File: src/rtl/alu_op_sequencer.sv
// alu_op_sequencer
//   Initiator for a combinational 2-bit-opcode ALU (code/a/b -> c).
//   Commands arrive on a valid/ready port. Each command drives alu_* for
//   SETTLE cycles, then alu_c is sampled. The sampled result and its opcode
//   are queued in a DEPTH-entry FIFO for a downstream consumer.
//
// Parameters
//   WIDTH   operand/result width
//   SETTLE  cycles alu_* are held before alu_c is sampled (1..15)
//   DEPTH   result FIFO entries (power of two, >= 2)
//
// Ports
//   clk_i, rst_i                  clock, synchronous active-high reset
//   cmd_valid_i / cmd_ready_o     command handshake
//   cmd_code_i                    00 AND, 01 OR, 10 SUB (a-b), 11 ADD
//   cmd_a_i, cmd_b_i              operands
//   alu_code_o, alu_a_o, alu_b_o  registered drive to the external ALU
//   alu_c_i                       ALU result (combinational from alu_*)
//   res_valid_o / res_ready_i     result handshake (FIFO not empty / pop)
//   res_data_o, res_code_o        FIFO head (0 while empty)
//   busy_o                        an operation is in flight
//
// Optional feature: macro ALU_CHAIN_EN adds cmd_chain_i. When it is set at
// accept, alu_a is loaded from the most recently captured result instead
// of cmd_a_i.
module alu_op_sequencer #(
  parameter int WIDTH  = 4,
  parameter int SETTLE = 1,
  parameter int DEPTH  = 4
) (
  input  logic             clk_i,
  input  logic             rst_i,
  input  logic             cmd_valid_i,
  output logic             cmd_ready_o,
  input  logic [1:0]       cmd_code_i,
  input  logic [WIDTH-1:0] cmd_a_i,
  input  logic [WIDTH-1:0] cmd_b_i,
`ifdef ALU_CHAIN_EN
  input  logic             cmd_chain_i,
`endif
  output logic [1:0]       alu_code_o,
  output logic [WIDTH-1:0] alu_a_o,
  output logic [WIDTH-1:0] alu_b_o,
  input  logic [WIDTH-1:0] alu_c_i,
  output logic             res_valid_o,
  input  logic             res_ready_i,
  output logic [WIDTH-1:0] res_data_o,
  output logic [1:0]       res_code_o,
  output logic             busy_o
);

  localparam int            AW   = $clog2(DEPTH);
  localparam logic [AW:0]   FULL = (AW+1)'(DEPTH);

  typedef enum logic {IDLE, DRIVE} state_e;

  typedef struct packed {
    logic [1:0]       code;
    logic [WIDTH-1:0] data;
  } res_t;

  state_e           state_q, state_d;
  logic [3:0]       cnt_q, cnt_d;
  logic [1:0]       alu_code_q, alu_code_d;
  logic [WIDTH-1:0] alu_a_q, alu_a_d;
  logic [WIDTH-1:0] alu_b_q, alu_b_d;
  logic [AW-1:0]    wr_ptr_q, wr_ptr_d;
  logic [AW-1:0]    rd_ptr_q, rd_ptr_d;
  logic [AW:0]      count_q, count_d;
  res_t             mem_q [DEPTH];
  logic             push, pop;

`ifdef ALU_CHAIN_EN
  // Last captured alu_c; independent of the FIFO so pops do not disturb it.
  logic [WIDTH-1:0] last_q;

  always_ff @(posedge clk_i) begin
    if (rst_i)     last_q <= '0;
    else if (push) last_q <= alu_c_i;
  end
`endif

  always_comb begin
    state_d     = state_q;
    cnt_d       = cnt_q;
    alu_code_d  = alu_code_q;
    alu_a_d     = alu_a_q;
    alu_b_d     = alu_b_q;
    cmd_ready_o = 1'b0;
    push        = 1'b0;
    unique case (state_q)
      IDLE: begin
        // Only accept when the eventual push is guaranteed a free slot.
        cmd_ready_o = (count_q < FULL);
        if (cmd_valid_i && cmd_ready_o) begin
          alu_code_d = cmd_code_i;
          alu_a_d    = cmd_a_i;
`ifdef ALU_CHAIN_EN
          if (cmd_chain_i) alu_a_d = last_q;
`endif
          alu_b_d    = cmd_b_i;
          cnt_d      = 4'(SETTLE);
          state_d    = DRIVE;
        end
      end
      DRIVE: begin
        cnt_d = cnt_q - 4'd1;
        if (cnt_q == 4'd1) begin
          push    = 1'b1;
          state_d = IDLE;
        end
      end
      default: state_d = IDLE;
    endcase
  end

  // Pop on an empty FIFO is dropped so the read pointer stays put.
  assign pop = res_ready_i && (count_q != '0);

  always_comb begin
    wr_ptr_d = wr_ptr_q + (push ? AW'(1) : AW'(0));
    rd_ptr_d = rd_ptr_q + (pop  ? AW'(1) : AW'(0));
    count_d  = count_q;
    unique case ({push, pop})
      2'b10:   count_d = count_q + (AW+1)'(1);
      2'b01:   count_d = count_q - (AW+1)'(1);
      default: count_d = count_q;
    endcase
  end

  always_ff @(posedge clk_i) begin
    if (rst_i) begin
      state_q    <= IDLE;
      cnt_q      <= '0;
      alu_code_q <= '0;
      alu_a_q    <= '0;
      alu_b_q    <= '0;
      wr_ptr_q   <= '0;
      rd_ptr_q   <= '0;
      count_q    <= '0;
    end else begin
      state_q    <= state_d;
      cnt_q      <= cnt_d;
      alu_code_q <= alu_code_d;
      alu_a_q    <= alu_a_d;
      alu_b_q    <= alu_b_d;
      wr_ptr_q   <= wr_ptr_d;
      rd_ptr_q   <= rd_ptr_d;
      count_q    <= count_d;
    end
  end

  // Storage needs no reset: contents are masked by count_q.
  always_ff @(posedge clk_i) begin
    if (push && !rst_i) mem_q[wr_ptr_q] <= {alu_code_q, alu_c_i};
  end

  assign alu_code_o  = alu_code_q;
  assign alu_a_o     = alu_a_q;
  assign alu_b_o     = alu_b_q;
  assign res_valid_o = (count_q != '0);
  assign res_data_o  = res_valid_o ? mem_q[rd_ptr_q].data : '0;
  assign res_code_o  = res_valid_o ? mem_q[rd_ptr_q].code : '0;
  assign busy_o      = (state_q == DRIVE);

endmodule

File: config.mk
export PLATFORM = sky130hd
export DESIGN_NAME = alu_op_sequencer
export DESIGN_NICKNAME = d
export VERILOG_FILES = /design/src/rtl/alu_op_sequencer.sv
export SDC_FILE = /design/constraint.sdc
export NUM_CORES = 1
export LEC_CHECK = 0
export ABC_AREA = 1
export CORE_ASPECT_RATIO = 0.75
export CORE_MARGIN = 5
export CORE_UTILIZATION = 46
export DETAILED_ROUTE_END_ITERATION = 8
export PLACE_DENSITY = 0.79
export SKIP_LAST_GASP = 1
export SYNTH_ARGS = -nofsm -noshare
export SYNTH_HDL_FRONTEND = slang
export SYNTH_SLANG_ARGS = --single-unit
File: constraint.sdc
create_clock -name clk_i -period 1.55 [get_ports clk_i]
set_input_delay 0.465 -clock clk_i [delete_from_list [all_inputs] [get_ports clk_i]]
set_output_delay 0.465 -clock clk_i [all_outputs]
set_load 0.01 [all_outputs]
Word-level counts from Yosys, hierarchy flattened --
Memories as Yosys holds them, arrays and structs flattened. A register that Yosys moved wholly into a read port is not among the register bits. Index checks and enable logic that the tools add are counted.
Word-level totals: flip-flop bits (word level) 22, latch bits 0, RAM bits 24, bits in read-only memories 0, bits of input ports 18, output and inout bits 19, logic and storage cells 43, memories 1
Memories:
- mem_q | depth 4, width 6, read ports 1, clocked after Yosys merged registers in 1, write ports 1, RTL line 70 | res_t mem_q [DEPTH];
Cells by class: add/sub/neg operators 5, $mul 0, divide/modulo/power cells 0, $lt $le $gt $ge 1, equal/unequal tests 4, shift-type cells 0, muxes and demuxes 16, bitwise operators 1, reduce and logical (&&, ||, !) cells 7
Operator list (count):
- 2-to-1 mux 1 bit | 9
- 2-to-1 mux 4 bit | 2
- case mux 4 bit (2 select lines) | 1
- case mux 3 bit (2 select lines) | 1
- adder 2 x 1 -> 2 bit | 2
- equality test 4 x 1 -> 1 bit (second input constant) | 1
- 2-to-1 mux 2 bit | 2
- subtractor 4 x 1 -> 4 bit (second input constant) | 1
- adder 3 x 1 -> 3 bit (second input constant) | 1
- logical AND 1 bit | 3
- < comparator 3 bit (second input constant) | 1
- nonzero test 3 bit | 1
- subtractor 3 x 1 -> 3 bit (second input constant) | 1
- equality test 2 x 1 -> 1 bit (second input constant) | 1
- equality test 2 bit (second input constant) | 1
- != test 2 bit (second input constant) | 1
- case mux 1 bit (2 select lines) | 1
- AND reduction 2 bit | 1
- nonzero test 2 bit | 1
- logical NOT 1 bit | 1
- inverter 1 bit | 1

Logic depth before layout (Yosys ltp) --
Gate-level depths: netlist (run 1).
depth in word-level cells 6, gate-level depth with buffers 14, gate-level depth less buffers 14

Worst setup path before layout (run 1) --
Ideal clock, no wire load.
path type reg-to-reg, start point register cnt_q[1], end point register count_q[2], library setup time 0.110 ns, arrival time 1.581 ns, data required time 1.440 ns, setup slack -0.141 ns, cell stages (with the launch flop) 15, path buffers 0, period minus slack after synthesis 1.691 ns, cell sequence dfxtp_1 inv_1 ha_1 nand2_1 nor2_4 inv_1 ha_1 inv_1 fa_1 inv_1 nand2_1 nand3_1 nand2_1 inv_1 nor2_1
Between the ends: cells in the longest elaborated chain, start to end 5, elaborated cells between the ends (all ways) 7, classes of those cells eq/ne: 3; mux: 3; reduce/logical: 1
Ends and longest elaborated chain:
- start, declared | RTL line 63 | logic [3:0] cnt_q, cnt_d;
- start signal, assigned | RTL line 143 | cnt_q <= cnt_d;
- equality test 4 x 1 -> 1 bit (*) | RTL line 108 | if (cnt_q == 4'd1) begin
- 2-to-1 mux 1 bit (*) | RTL line 108
- 2-to-1 mux 1 bit (*) | RTL line 91 | unique case (state_q)
- equality test 2 x 1 -> 1 bit / equality test 2 bit (equally long branches) | RTL line 124 | unique case ({push, pop})
- case mux 3 bit (2 select lines) / nonzero test 2 bit (equally long branches)
- end signal, assigned | RTL line 149 | count_q <= count_d;
- end, declared | RTL line 69 | logic [AW:0] count_q, count_d;
Mark *: on every way between the ends. The rest lies on a longest branch, timed or not. A chain may end at the register's enable or synchronous reset.

==> flow_summary_export.csv, run 1 <==
group,metric,value,unit
synthesis,ys_types,22,
setup_path,cp_data_arrival_time,1310,ps
timing,slew_viol_final,0,
die,fp.dieH,66.5,um
clocking,cts_tree,"yes",
clocking,htreeDepth,2,
die,io_pins,37,
global_route,grt_pass1_wl,6910,um
min_path,hp-class,"flip-flop to flip-flop",
setup_path,crit_fanout,6,
setup_path,reg2reg_to,"count_q[2]",
global_route,met1_usage,0.189,
synthesis,synth_warnings,0,
power,leakage,1.17,nW
timing,tns,-1500,ps
route,wl_per_cell,12.8,um
setup_path,r2r_slack,-100,ps
timing,period_needed,1780,ps
global_route,grt_pass1_vias,1515,
synthesis,synth_top_area_frac,0.369,
timing,setup_viol,9,
route,detail-route-antenna-nets,0,
timing,max_slew_margin,0.831,
power,p_total,4.05,mW
synthesis,synth_area,1960,um^2
timing,worst_pin_slew,252,ps
setup_path,cp_data_required_time,1080,ps
synthesis,synth.avg_cell_area,9.31,um^2
setup_path,reg2regPathDepth,12,
finish,final_util,0.666,
timing,clock.fmax,563,MHz
global_route,grt_util_met2,0.270,
route,dr.pass1.iters,4,
setup_path,worstSetupPathType,"flip-flop to output pin",
synthesis,post-synth-top-count-cell,"nor2_1",
power,vdd_ir_drop_max,1060,uV
route,drtIter0Drc,104,
setup_path,cp-end-kind,"output pin",
synthesis,syn_inst,210,
clocking,numCtsBuffers,5,
run_status,outcome,"complete, but fails checks",
route,vias,1564,
min_path,min_to,"alu_a_o[0]",
timing,post-route-period-util,1.15,
global_route,grt.total_usage,0.160,
placement,place_inst,318,
synthesis,ys_top_cells_by_count,"43 x nor2_1, 39 x nand2_1, 24 x edfxtp_1, 22 x dfxtp_1, 22 x inv_1",
run,drv_cap,0,
min_path,hold_depth,2,
timing,rsz0062_at_grt,"true",
finish,layout-drive-gt1-share,0.286,
finish,antenna_cells,0,
synthesis,synth_nets,234,
route,drc,0,
synthesis,seq_area_frac_synth,0.594,
clocking,clk_latency,300,ps
clocking,cts.sinks,46,
route,via_per_inst,4.73,
synthesis,synth_flop_cell,"edfxtp_1",
finish,nNetsFinal,299,
synthesis,synth_edf_count,24,
die,std_cell_rows,20,
timing,layout_setup_ws,-227,ps
setup_path,cp-start-kind,"flip-flop",
timing,clock_skew,7.65,ps
min_path,hp-start,"alu_a_o[0]",
synthesis,synth-seq-cells,46,
placement,dp_slack,-640,ps
route,totalWireLength,4250,um
die,core,4080,um^2
synthesis,async_reset_ff_frac,0,
placement,hpwl,2970,um
setup_path,r2r_start,"count_q[1]",
timing,hold_violations,0,
placement,gp_congestion,0.760,
finish,finalNonFillerCells,331,
run_status,violations,"setup timing",
clocking,cts_root_buf,"clkbuf_8",
global_route,grt_max_degree,15,
die,die_width,85.3,um
synthesis,yosys.area.top_type,"edfxtp_1",
clocking,clock_path_buffers,2,
global_route,grt-busiest-layer,"met2",
finish,area_delta_synth_final,38.9,%
die,dieArea,5670,um^2
global_route,antenna_found_initial,0,
global_route,grtUsageMet3,0.0507,
synthesis,synth_area_leaders,"edfxtp_1 37%, dfxtp_1 23%, nor2_1 8.3%, nand2_1 7.5%, o21ai_0 4.4%",
placement,port_buffers,36,
clocking,path_clk_slew,80,ps
global_route,overflow,0,
power,power_density,1490,nW/um^2
die,start_util,0.479,
## per-layer routing
layer | vias up | part of all wire
met5 | - | 0
li1 | 803 | -
met3 | 8 | 0.051
met1 | 720 | 0.45
met2 | 33 | 0.48
met4 | 0 | 0.019
## timing repair
action,4_1_cts,5_1_grt
gates resized for setup,70,8
hold buffers,0,0
gates cloned,1,0
hold endpoints to repair,0,0
endpoints found under the setup margin,21,15
pin swaps,12,5
buffers inserted,5,0
## report_power, final
part           internal [mW]  switching [mW]  leakage (nW)
Sequential              1.42           0.102         0.402
Clock                  0.309           0.387        0.0416
Combinational          0.902           0.931         0.727
Total                   2.63            1.42          1.17
## layout by cell type (no fill, tap or decap), types with 3 or more instances in the layout
cell | Yosys | layout
dlygate4sd2_1 | 0 | 12
nand2_2 | 3 | 5
clkdlybuf4s50_1 | 0 | 16
dfxtp_1 | 22 | 15
buf_4 | 0 | 24
dfxtp_2 | 0 | 5
inv_1 | 22 | 15
clkbuf_8 | 0 | 5
nor2_1 | 43 | 42
edfxtp_1 | 24 | 24
o21ai_1 | 1 | 6
o21ai_0 | 17 | 12
inv_2 | 1 | 7
a21oi_2 | 1 | 5
nor2_4 | 2 | 3
a21oi_1 | 12 | 8
buf_2 | 3 | 7
buf_6 | 3 | 4
ha_1 | 5 | 3
nand2_1 | 39 | 36
## kinds of logic after synthesis
| logic type | count (synthesis) | synth area share |
|---|---|---|
| buffers and inverters | 30 | 0.0716 |
| xor gates and xnor gates | 2 | 0.00896 |
| adders and majority gates | 6 | 0.0422 |
| DFF | 46 | 0.594 |
| AOI/OAI and AO/OA | 31 | 0.0813 |
| and+or+nand+nor | 95 | 0.202 |
## critical path, stage by stage, from the launching register on
cell	delay, ps
dfxtp_4	390
buf_6	130
nor2_1	50
nor2_1	80
o21ai_1	80
a21oi_2	140
buf_2	140
## through the flow
stage	cell area [um^2]	hold WS (ps)
after global routing	2720	524
after global placement	2570	461
after detailed placement	2570	474
after CTS	2690	487
after floorplan	1990	450
final	2720	483
## flip-flops by register name (all words and copies together) (netlist names), 2 cells and up
signal,cells
mem_q,24
alu_a_o,4
alu_b_o,4
cnt_q,4
count_q,3
alu_code_o,2
rd_ptr_q,2
wr_ptr_q,2
## cell type report
type	instances	area, um^2
flip-flops and latches	46	1170
clock inverters	3	16.3
clock buffers	5	68.8
fillers	327	1360
inverters	23	88.8
repair buffers	65	566
multi-input cells	134	733
well taps	55	68.8
## worst max path at each step
stage | from | to | slack [ps]
after floorplan | rst_i | mem_q[0][0] | -70
after global placement | res_ready_i | count_q[2] | -560
after detailed placement | res_ready_i | count_q[2] | -640
after CTS | rd_ptr_q[0] | res_code_o[0] | -220
after global routing | rd_ptr_q[0] | res_data_o[1] | -310
final | rd_ptr_q[0] | res_code_o[0] | -230
Power figures use the tool's default switching activity.
==> inputs of run 2 (changes only) <==
--- a/config.mk
+++ b/config.mk
@@ -7,7 +7,6 @@
 export LEC_CHECK = 0
 export ABC_AREA = 1
 export CORE_ASPECT_RATIO = 0.75
-export CORE_MARGIN = 5
 export CORE_UTILIZATION = 46
 export DETAILED_ROUTE_END_ITERATION = 8
 export PLACE_DENSITY = 0.79
==> run 2 against run 1 <==
Against the previous run: die area down 20%; count of clock-buffer cells in the layout is 3 higher; setup slack got worse by 53 ps; register-to-register slack about the same; final cell count rose by 2.7%; first-iteration DRC count decreased by 32%; sequential share of layout area decreased by 2.3 points; the flow still finishes with violations (setup timing); clock power grew 37%; critical path type unchanged; sequential cell count unchanged; power increased by 11%; maximum frequency down 2.9%; global-route usage is 5.1 points higher; critical endpoint is now res_data_o[2].
==> flow_summary_export.csv, run 2 (synthesis results as in run 1) <==
group,metric,value,unit
run_status,outcome,"complete, but fails checks",
finish,antenna_cells,0,
global_route,grt_pass1_wl,7010,um
finish,largest_register,"mem_q",
placement,gp_congestion,0.740,
die,std_cell_rows,20,
timing,slew_viol_final,0,
power,p_total,4.50,mW
finish,multi_input_area,742,um^2
placement,port_buffers,36,
setup_path,slowest_delay,360,ps
clocking,cts_tree,"yes",
clocking,numCtsBuffers,5,
global_route,grt_max_degree,15,
setup_path,worst_path_dominant_cell_family,"buffers and inverters",
setup_path,cp_data_required_time,1080,ps
die,io_pins,37,
route,vias,1632,
die,dieArea,4520,um^2
clocking,clock_path_buffers,2,
setup_path,cp-start-kind,"flip-flop",
finish,layout_commonest_cell,"nor2_1",
power,switching_share,0.324,
placement,hpwl,2820,um
clocking,cts.sinks,46,
route,dr.pass1.iters,4,
finish,area_delta_synth_final,46.4,%
route,wl_per_cell,13.2,um
power,power_density,1570,nW/um^2
route,detail-route-antenna-nets,0,
global_route,grt.total_usage,0.211,
finish,largest_register_ffs,24,
power,pwr-share-clk,0.211,
route,drc,0,
run,drv_cap,0,
clocking,htreeDepth,2,
finish,stdcell_area,2860,um^2
finish,nNetsFinal,308,
clocking,clk_latency,310,ps
die,core,4050,um^2
setup_path,path_cells,"clkinvlp_4 -> buf_4 -> nor2_4 -> o21ai_1 -> a21oi_1 -> buf_2",
power,leakage,1.24,nW
finish,fillers,311,
route,maxUsedRoutingLayer,"met4",
timing,max_slew_margin,0.826,
power,p_sw,1.46,mW
route,drt-met1-wl,1870,um
global_route,overflow,0,
die,start_util,0.482,
global_route,grt_pass1_vias,1546,
die,die_width,77.3,um
setup_path,cp-end-kind,"output pin",
setup_path,worstSetupPathType,"flip-flop to output pin",
route,totalWireLength,4490,um
power,p_int,3.04,mW
clocking,path_clk_slew,90,ps
timing,clock.fmax,546,MHz
placement,placed_area,2580,um^2
power,seqPwrFrac,0.337,
route,drtIter0Drc,71,
timing,setup_viol,9,
route,wl_met3,229,um
timing,rsz0062_at_grt,"true",
die,fp.dieH,58.5,um
timing,period_needed,1830,ps
setup_path,cp_slowest_cell,"dfxtp_2",
timing,worst_pin_slew,261,ps
route,via_per_inst,4.80,
finish,layout-drive-gt1-share,0.316,
min_path,hp-class,"flip-flop to flip-flop",
finish,final_cell_mix,"40 x nor2_1, 36 x nand2_1, 31 x buf_4, 24 x edfxtp_1, 16 x clkdlybuf4s50_1",
global_route,antenna_found_initial,0,
finish,regArea,1170,um^2
timing,clock_skew,12.3,ps
power,vdd_ir_drop_max,1060,uV
clocking,cts_root_buf,"clkbuf_8",
setup_path,path_buf_inv,3,
timing,layout_setup_ws,-280,ps
setup_path,crit_fanout,4,
setup_path,cp_data_arrival_time,1370,ps
timing,post-route-period-util,1.18,
run_status,violations,"setup timing",
power,combPwrFrac,0.453,
route,wl_met2,2300,um
timing,hold_violations,0,
-- run 2: cell count changes in the layout (fill, tap and decap cells not counted), sizes merged --
cell and change:
buf +9, clkbuf +3, inv -1, clkinv -2
-- run 2: what timing repair did --
action,CTS,global route
hold buffers,0,0
pin swaps,18,5
endpoints found under the setup margin,21,21
buffers inserted,11,1
cloned,0,0
resized for setup,74,9
-- run 2: worst paths after layout --
| check | start | cells past startpoint | end | slack (ps) |
|---|---|---|---|---|
| min | alu_b_o[0] | 2 | alu_b_o[0] | 490 |
| max reg2reg | cnt_q[1] | 14 | count_q[2] | -90 |
| max | rd_ptr_q[1] | 6 | res_data_o[2] | -280 |
| min reg2reg | alu_b_o[0] | 2 | alu_b_o[0] | 490 |
-- run 2: power groups by stage --
stage	Combinational, mW	Clock, mW	Sequential [mW]
finish	2.04	0.949	1.52
global route	2.22	1.02	1.53
CTS	1.98	0.961	1.51
detailed placement	1.70	0	1.52
global placement	1.64	0	1.52
floorplan	0.776	0	1.54
-- run 2: through the flow --
stage / setup slack, ps / cells / TNS (ps) / utilization / hold WS (ps)
global placement: -559 / 320 / -5550 / 0.637 / 469
detailed placement: -588 / 320 / -6410 / 0.637 / 476
CTS: -314 / 339 / -1920 / 0.698 / 493
global route: -367 / 340 / -2770 / 0.706 / 523
floorplan: -68.9 / 210 / -887 / - / 450
finish: -280 / 340 / -1800 / 0.706 / 486
-- run 2: layer usage --
layer | track usage | vias to the layer above
met1 | 0.249 | 762
met3 | 0.0419 | 10
met5 | 0 | -
met4 | 0.108 | 0
li1 | - | 819
met2 | 0.373 | 41
-- run 2: final cells by class --
type,count,share of cell area
Tap cell,55,0.0240
Timing Repair Buffer,74,0.228
Clock buffer,8,0.0463
Sequential cell,46,0.410
Inverter,23,0.0323
Multi-Input combinational cell,134,0.259
-- run 2: worst reg2reg max path: stages (launching register included) --
cell and delay [ps]:
dfxtp_2 340, inv_2 50, ha_4 160, nand2_4 60
nor2_4 40, inv_2 60, ha_4 130, inv_2 40
fa_2 350, inv_2 70, nand2_2 60, nand3_2 50
nand2_1 50, inv_1 50, nor2_1 30
==> inputs of run 3 (changes only) <==
--- a/config.mk
+++ b/config.mk
@@ -6,8 +6,10 @@
 export NUM_CORES = 1
 export LEC_CHECK = 0
 export ABC_AREA = 1
+export CAP_MARGIN = 5
 export CORE_ASPECT_RATIO = 0.75
 export CORE_UTILIZATION = 46
+export CTS_CLUSTER_DIAMETER = 40
 export DETAILED_ROUTE_END_ITERATION = 8
 export PLACE_DENSITY = 0.79
 export SKIP_LAST_GASP = 1
==> results of run 3 <==
No change in the layout: final DEF, timing and power equal those of run 2.
